## src/rtl/mealy_stream_arbiter.sv

```systemverilog
// Round-robin arbiter that serialises LEN-bit requester patterns onto a shared
// Mealy detector and returns the per-bit detector responses as a mask and hit count.
module mealy_stream_arbiter #(
   parameter  int unsigned N_REQ = 4,
   parameter  int unsigned LEN   = 8,
   localparam int unsigned IDW   = $clog2(N_REQ),
   localparam int unsigned CW    = $clog2(LEN + 1)
) (
   input  logic                   clk,
   input  logic                   reset,
   input  logic [N_REQ-1:0]       req_valid,
   input  logic [N_REQ*LEN-1:0]   req_data,
   output logic [N_REQ-1:0]       req_ready,
   output logic                   det_reset,
   output logic                   ctl_out,
   input  logic                   det_out,
   output logic                   rsp_valid,
   output logic [IDW-1:0]         rsp_id,
   output logic [LEN-1:0]         rsp_mask,
   output logic [CW-1:0]          rsp_hits,
   output logic                   busy
);

   typedef enum logic [1:0] {IDLE, SHIFT, DONE} state_t;

   state_t           state_q, state_d;
   logic [IDW-1:0]   rr_ptr_q;
   logic [N_REQ-1:0] req_ready_q, req_ready_d;
   logic [IDW-1:0]   gnt_id_q;
   logic [IDW-1:0]   job_id_q;
   logic [LEN-1:0]   sr_q;
   logic [LEN-1:0]   acc_q;
   logic [CW-1:0]    hits_q;
   logic [CW-1:0]    cnt_q;
   logic [IDW-1:0]   rsp_id_q;
   logic [LEN-1:0]   rsp_mask_q;
   logic [CW-1:0]    rsp_hits_q;

   logic             arb_en;
   logic             gnt_hit;
   logic [IDW-1:0]   gnt_idx;
   int unsigned      idx;
   logic             last_bit;

   assign last_bit = (cnt_q == CW'(LEN - 1));

   // Grant is registered: it is decided in DONE (or an empty IDLE) so that the
   // pulse lands in the following IDLE cycle, keeping outputs flop-driven while
   // still giving LEN+2 job spacing.
   assign arb_en = (state_q == DONE) || ((state_q == IDLE) && (req_ready_q == '0));

   always_comb begin
      gnt_hit = 1'b0;
      gnt_idx = '0;
      idx     = 0;
      for (int unsigned k = 0; k < N_REQ; k++) begin
         idx = (32'(rr_ptr_q) + k) % N_REQ;
         if (!gnt_hit && req_valid[IDW'(idx)]) begin
            gnt_hit = 1'b1;
            gnt_idx = IDW'(idx);
         end
      end
      req_ready_d = '0;
      if (arb_en && gnt_hit) begin
         req_ready_d = {{(N_REQ-1){1'b0}}, 1'b1} << gnt_idx;
      end
   end

   always_ff @(posedge clk) begin
      if (reset) begin
         state_q <= IDLE;
      end else begin
         state_q <= state_d;
      end
   end

   always_comb begin
      state_d = state_q;
      case (state_q)
         IDLE:    if (req_ready_q != '0) state_d = SHIFT;
         SHIFT:   if (last_bit) state_d = DONE;
         DONE:    state_d = IDLE;
         default: state_d = IDLE;
      endcase
   end

   always_ff @(posedge clk) begin
      if (reset) begin
         rr_ptr_q    <= '0;
         req_ready_q <= '0;
         gnt_id_q    <= '0;
         job_id_q    <= '0;
         sr_q        <= '0;
         acc_q       <= '0;
         hits_q      <= '0;
         cnt_q       <= '0;
         rsp_id_q    <= '0;
         rsp_mask_q  <= '0;
         rsp_hits_q  <= '0;
      end else begin
         req_ready_q <= req_ready_d;
         if (arb_en && gnt_hit) begin
            gnt_id_q <= gnt_idx;
         end
         case (state_q)
            IDLE: begin
               if (req_ready_q != '0) begin
                  sr_q     <= req_data[32'(gnt_id_q)*LEN +: LEN];
                  acc_q    <= '0;
                  hits_q   <= '0;
                  cnt_q    <= '0;
                  job_id_q <= gnt_id_q;
                  rr_ptr_q <= (gnt_id_q == IDW'(N_REQ - 1)) ? '0 : gnt_id_q + IDW'(1);
               end
            end
            SHIFT: begin
               sr_q   <= {sr_q[LEN-2:0], 1'b0};
               acc_q  <= {acc_q[LEN-2:0], det_out};
               hits_q <= hits_q + CW'(det_out);
               cnt_q  <= cnt_q + CW'(1);
               if (last_bit) begin
                  rsp_id_q   <= job_id_q;
                  rsp_mask_q <= {acc_q[LEN-2:0], det_out};
                  rsp_hits_q <= hits_q + CW'(det_out);
               end
            end
            default: ;
         endcase
      end
   end

   always_comb begin
      req_ready = req_ready_q;
      ctl_out   = (state_q == SHIFT) & sr_q[LEN-1];
      det_reset = (state_q != SHIFT);
      busy      = (state_q != IDLE);
      rsp_valid = (state_q == DONE);
      rsp_id    = rsp_id_q;
      rsp_mask  = rsp_mask_q;
      rsp_hits  = rsp_hits_q;
   end

endmodule

```

## config.mk

```make
export PLATFORM = sky130hd
export DESIGN_NAME = mealy_stream_arbiter
export DESIGN_NICKNAME = d
export VERILOG_FILES = /design/src/rtl/mealy_stream_arbiter.sv
export SDC_FILE = /design/constraint.sdc
export NUM_CORES = 1
export LEC_CHECK = 0
export CAP_MARGIN = 20
export CORE_ASPECT_RATIO = 1.1
export CORE_UTILIZATION = 47
export CTS_CLUSTER_DIAMETER = 80
export DETAILED_ROUTE_END_ITERATION = 10
export PLACE_DENSITY = 0.81
export SLEW_MARGIN = 30
export SYNTH_ARGS = -nofsm -noshare
export SYNTH_HDL_FRONTEND = slang
export SYNTH_SLANG_ARGS = --single-unit
```

## constraint.sdc

```tcl
create_clock -name clk -period 2 [get_ports clk]
set_input_delay 0.4 -clock clk [delete_from_list [all_inputs] [get_ports clk]]
set_output_delay 0.4 -clock clk [all_outputs]
set_load 0.05 [all_outputs]
```

==> out/metrics.csv <==
metric;value;unit
status;finished, final reports clean;
die_w;66.0;µm
hold_depth;2;
grt_use_met1;26.3;%
synth_area;2120;µm²
synth_cell_types;34;
antenna_left;0;
met3_usage;5.03;%
power.share.sequential;43.0;%
cts_max_path_buffers;2;
cap_violations;0;
fin_skew;0.00849;ns
clk_pin_slew;0.08;ns
drtPass1Iterations;5;
grt_use_met2;39.8;%
remaining_drc_errors;0;
core.rowCount;25;
viasPerCell;5.52;
grt_max_degree;25;
instances_no_fill;348;
clkSinkCount;49;
slowest_stage;dfxtp_1;
r2r-end;req_ready[2];
yosysSeqAreaShare;46.3;%
yosys_warnings;0;
overflow;0;
busiest_layer;met2;
final_nets;336;
swShare;34.6;%
clock_latency;0.30;ns
vias;1920;
h-tree-depth;2;
numCtsBuffers;5;
p_per_area;952;nW/µm²
die_area;4780;µm²
p_comb_share;37.0;%
crit_chain;buf_4 > nor2b_1 > buf_4 > inv_1 > buf_4;
routed_wl;4.81;mm
period_share;95.9;%
placedCellCount;340;
start_util;49.1;%
power_frac_clock;20.0;%
fp.coreArea;4320;µm²
relSlewSlack;58.1;%
r2r_start;req_ready[1];
finalHoldViolCount;0;
min_from;rsp_hits[1];
n_fill_cell;356;
drive_gt1_share;11.2;%
rrSetupSlack;0.15;ns
port_buffers;60;
postCtsSetupBuffers;0;
fin_crit;1.92;ns
switchingPower;947;µW
worstPathMaxFanout;16;
worstPathArrival;1.52;ns
synthCells;232;
worstHoldEndpoint;rsp_hits[1];
grt_pass1_vias;1887;
reg2regPathDepth;4;
worst_ep_required_time;1.60;ns
fin_ws;0.0818;ns
crit_top_cell;buf_4;
max_freq;521;MHz
ir_worst_vdd;0.571;mV
die_h;72.4;µm
first_iter_violations;110;
rsz0062_at_grt;false;
cts_tree;yes;
cts_resized;0;
p_int;1790;µW
min-delay-path-class;flop to flop;
cts_hold_buf;0;
worstMarginPinSlew;0.625;ns
pin_count;61;
final_util;66.7;%
wl_per_cell;13.8;µm
gp_congestion;0.825;
post-place-ws;0.0407;ns
leakagePower;0.00104;µW
cts_root_buffer;clkbuf_8;
antenna_found_initial;0;
worst_setup_path_start_kind;flop;
setup_tns;0;ns
syn_avg_cell_area;9.14;µm²
ys_seq_elements;49;
drv_slew;0;
insertedDiodeCount;0;
slowest_delay;0.33;ns
hpwl;3.60;mm
grt.total_usage;22.3;%
setup_violations;0;
grt_pass1_wl;8.18;mm
syn-num-nets;275;
setup.worst_path.end_class;output port;
worstSetupPathType;flop to output port;
synthToLayoutAreaGrowth;35.8;%
==> power groups by stage <==
stage | registers [µW] | logic (µW) | clock network (µW)
2_1_floorplan | 1220 | 666 | 0
5_1_grt | 1190 | 1110 | 604
3_3_place_gp | 1190 | 984 | 0
4_1_cts | 1180 | 1020 | 561
6_report | 1180 | 1010 | 548
3_5_place_dp | 1200 | 1010 | 0
==> cell families after synthesis <==
group,count (synthesis),share of synthesized area [%]
buffers and inverters,21,4.13
and+or+nand+nor,89,20.0
xor gates and xnor gates,2,0.827
adders and majority gates,4,2.36
AOI/OAI and AO/OA,55,16.0
DFF,49,46.3
muxes,12,10.4
==> synthesized netlist by cell type, drive strengths merged <==
master  instances  share of area, %
mux4            8               8.5
dfxtp          49                46
nand3b          4               1.4
nor3            4              0.94
a221o           1              0.47
a211o           1              0.41
a21oi          21               5.0
nand4           1              0.30
a22oi          19               6.7
or4             1              0.53
and2            1              0.30
o22ai           1              0.30
mux2i           4               1.9
nor2b           5               1.5
buf             8               1.8
nor2           28               5.0
nand3           2              0.47
a311oi          1              0.41
or3             1              0.30
nand2          32               5.7
nor3b           4               1.9
clkbuf          8               1.4
a211oi          1              0.35
or2             3              0.89
inv             5              0.89
o21ai          10               2.4
nand2b          2              0.59
and3            1              0.30
xnor2           2              0.83
ha              4               2.4
==> sequential cells by signal, indices dropped and copies added (netlist names) <==
signal,flops
cnt_q,4
gnt_id_q,2
req_ready,4
rr_ptr_q,2
job_id_q,2
hits_q,4
state_q,2
sr_q,8
rsp_hits,4
rsp_mask,8
acc_q,7
rsp_id,2
==> routing by layer <==
metal  wire (µm)  vias to the layer above
met4          43                        0
met1        1890                      923
met5           0                        -
met3         246                        7
met2        2630                       52
li1            -                      938
==> how the worst max path moves through the flow <==
stage,to,cells past startpoint,from
floorplan,req_ready[2],5,req_ready[1]
global placement,req_ready[2],5,req_valid[0]
detailed placement,req_ready[0],5,req_valid[0]
CTS,det_reset,5,state_q[0]
global route,det_reset,5,state_q[0]
finish,det_reset,5,state_q[0]
==> stage by stage <==
stage	area (µm²)	hold slack, ns	total power, µW
after global routing	2880	0.481	2900
after global placement	2800	0.441	2180
after floorplan	2120	0.425	1880
final	2880	0.457	2740
after CTS	2880	0.460	2760
after detailed placement	2800	0.449	2210
==> cell usage in the layout, fill, tap and decap left out, drive strengths merged <==
cell	n
a211o	1
a211oi	1
a21oi	21
a221o	1
a22oi	19
a311oi	1
and2	1
and3	1
buf	14
clkbuf	8
clkdlybuf4s50	56
dfxtp	49
ha	4
inv	5
mux2i	4
mux4	8
nand2	32
nand2b	2
nand3	2
nand3b	4
nand4	1
nor2	28
nor2b	5
nor3	4
nor3b	4
o21ai	10
o22ai	1
or2	3
or3	1
or4	1
xnor2	2
==> layout make-up <==
cell class / count / area (µm²) / share of cell area, %
Clock buffer: 8 / 80.1 / 2.78
Tap cell: 54 / 67.6 / 2.35
Multi-Input combinational cell: 162 / 1050 / 36.6
Timing Repair Buffer: 70 / 678 / 23.6
Sequential cell: 49 / 981 / 34.1
Inverter: 5 / 18.8 / 0.652
==> worst max-delay path: cells and delay by family (launching register included) <==
kind / cells / cell delay [ns]
flip-flops: 1 / 0.33
buffers and inverters: 4 / 0.69
AND/OR/NAND/NOR: 1 / 0.19
Note: power is estimated with default switching activity, not from simulation.
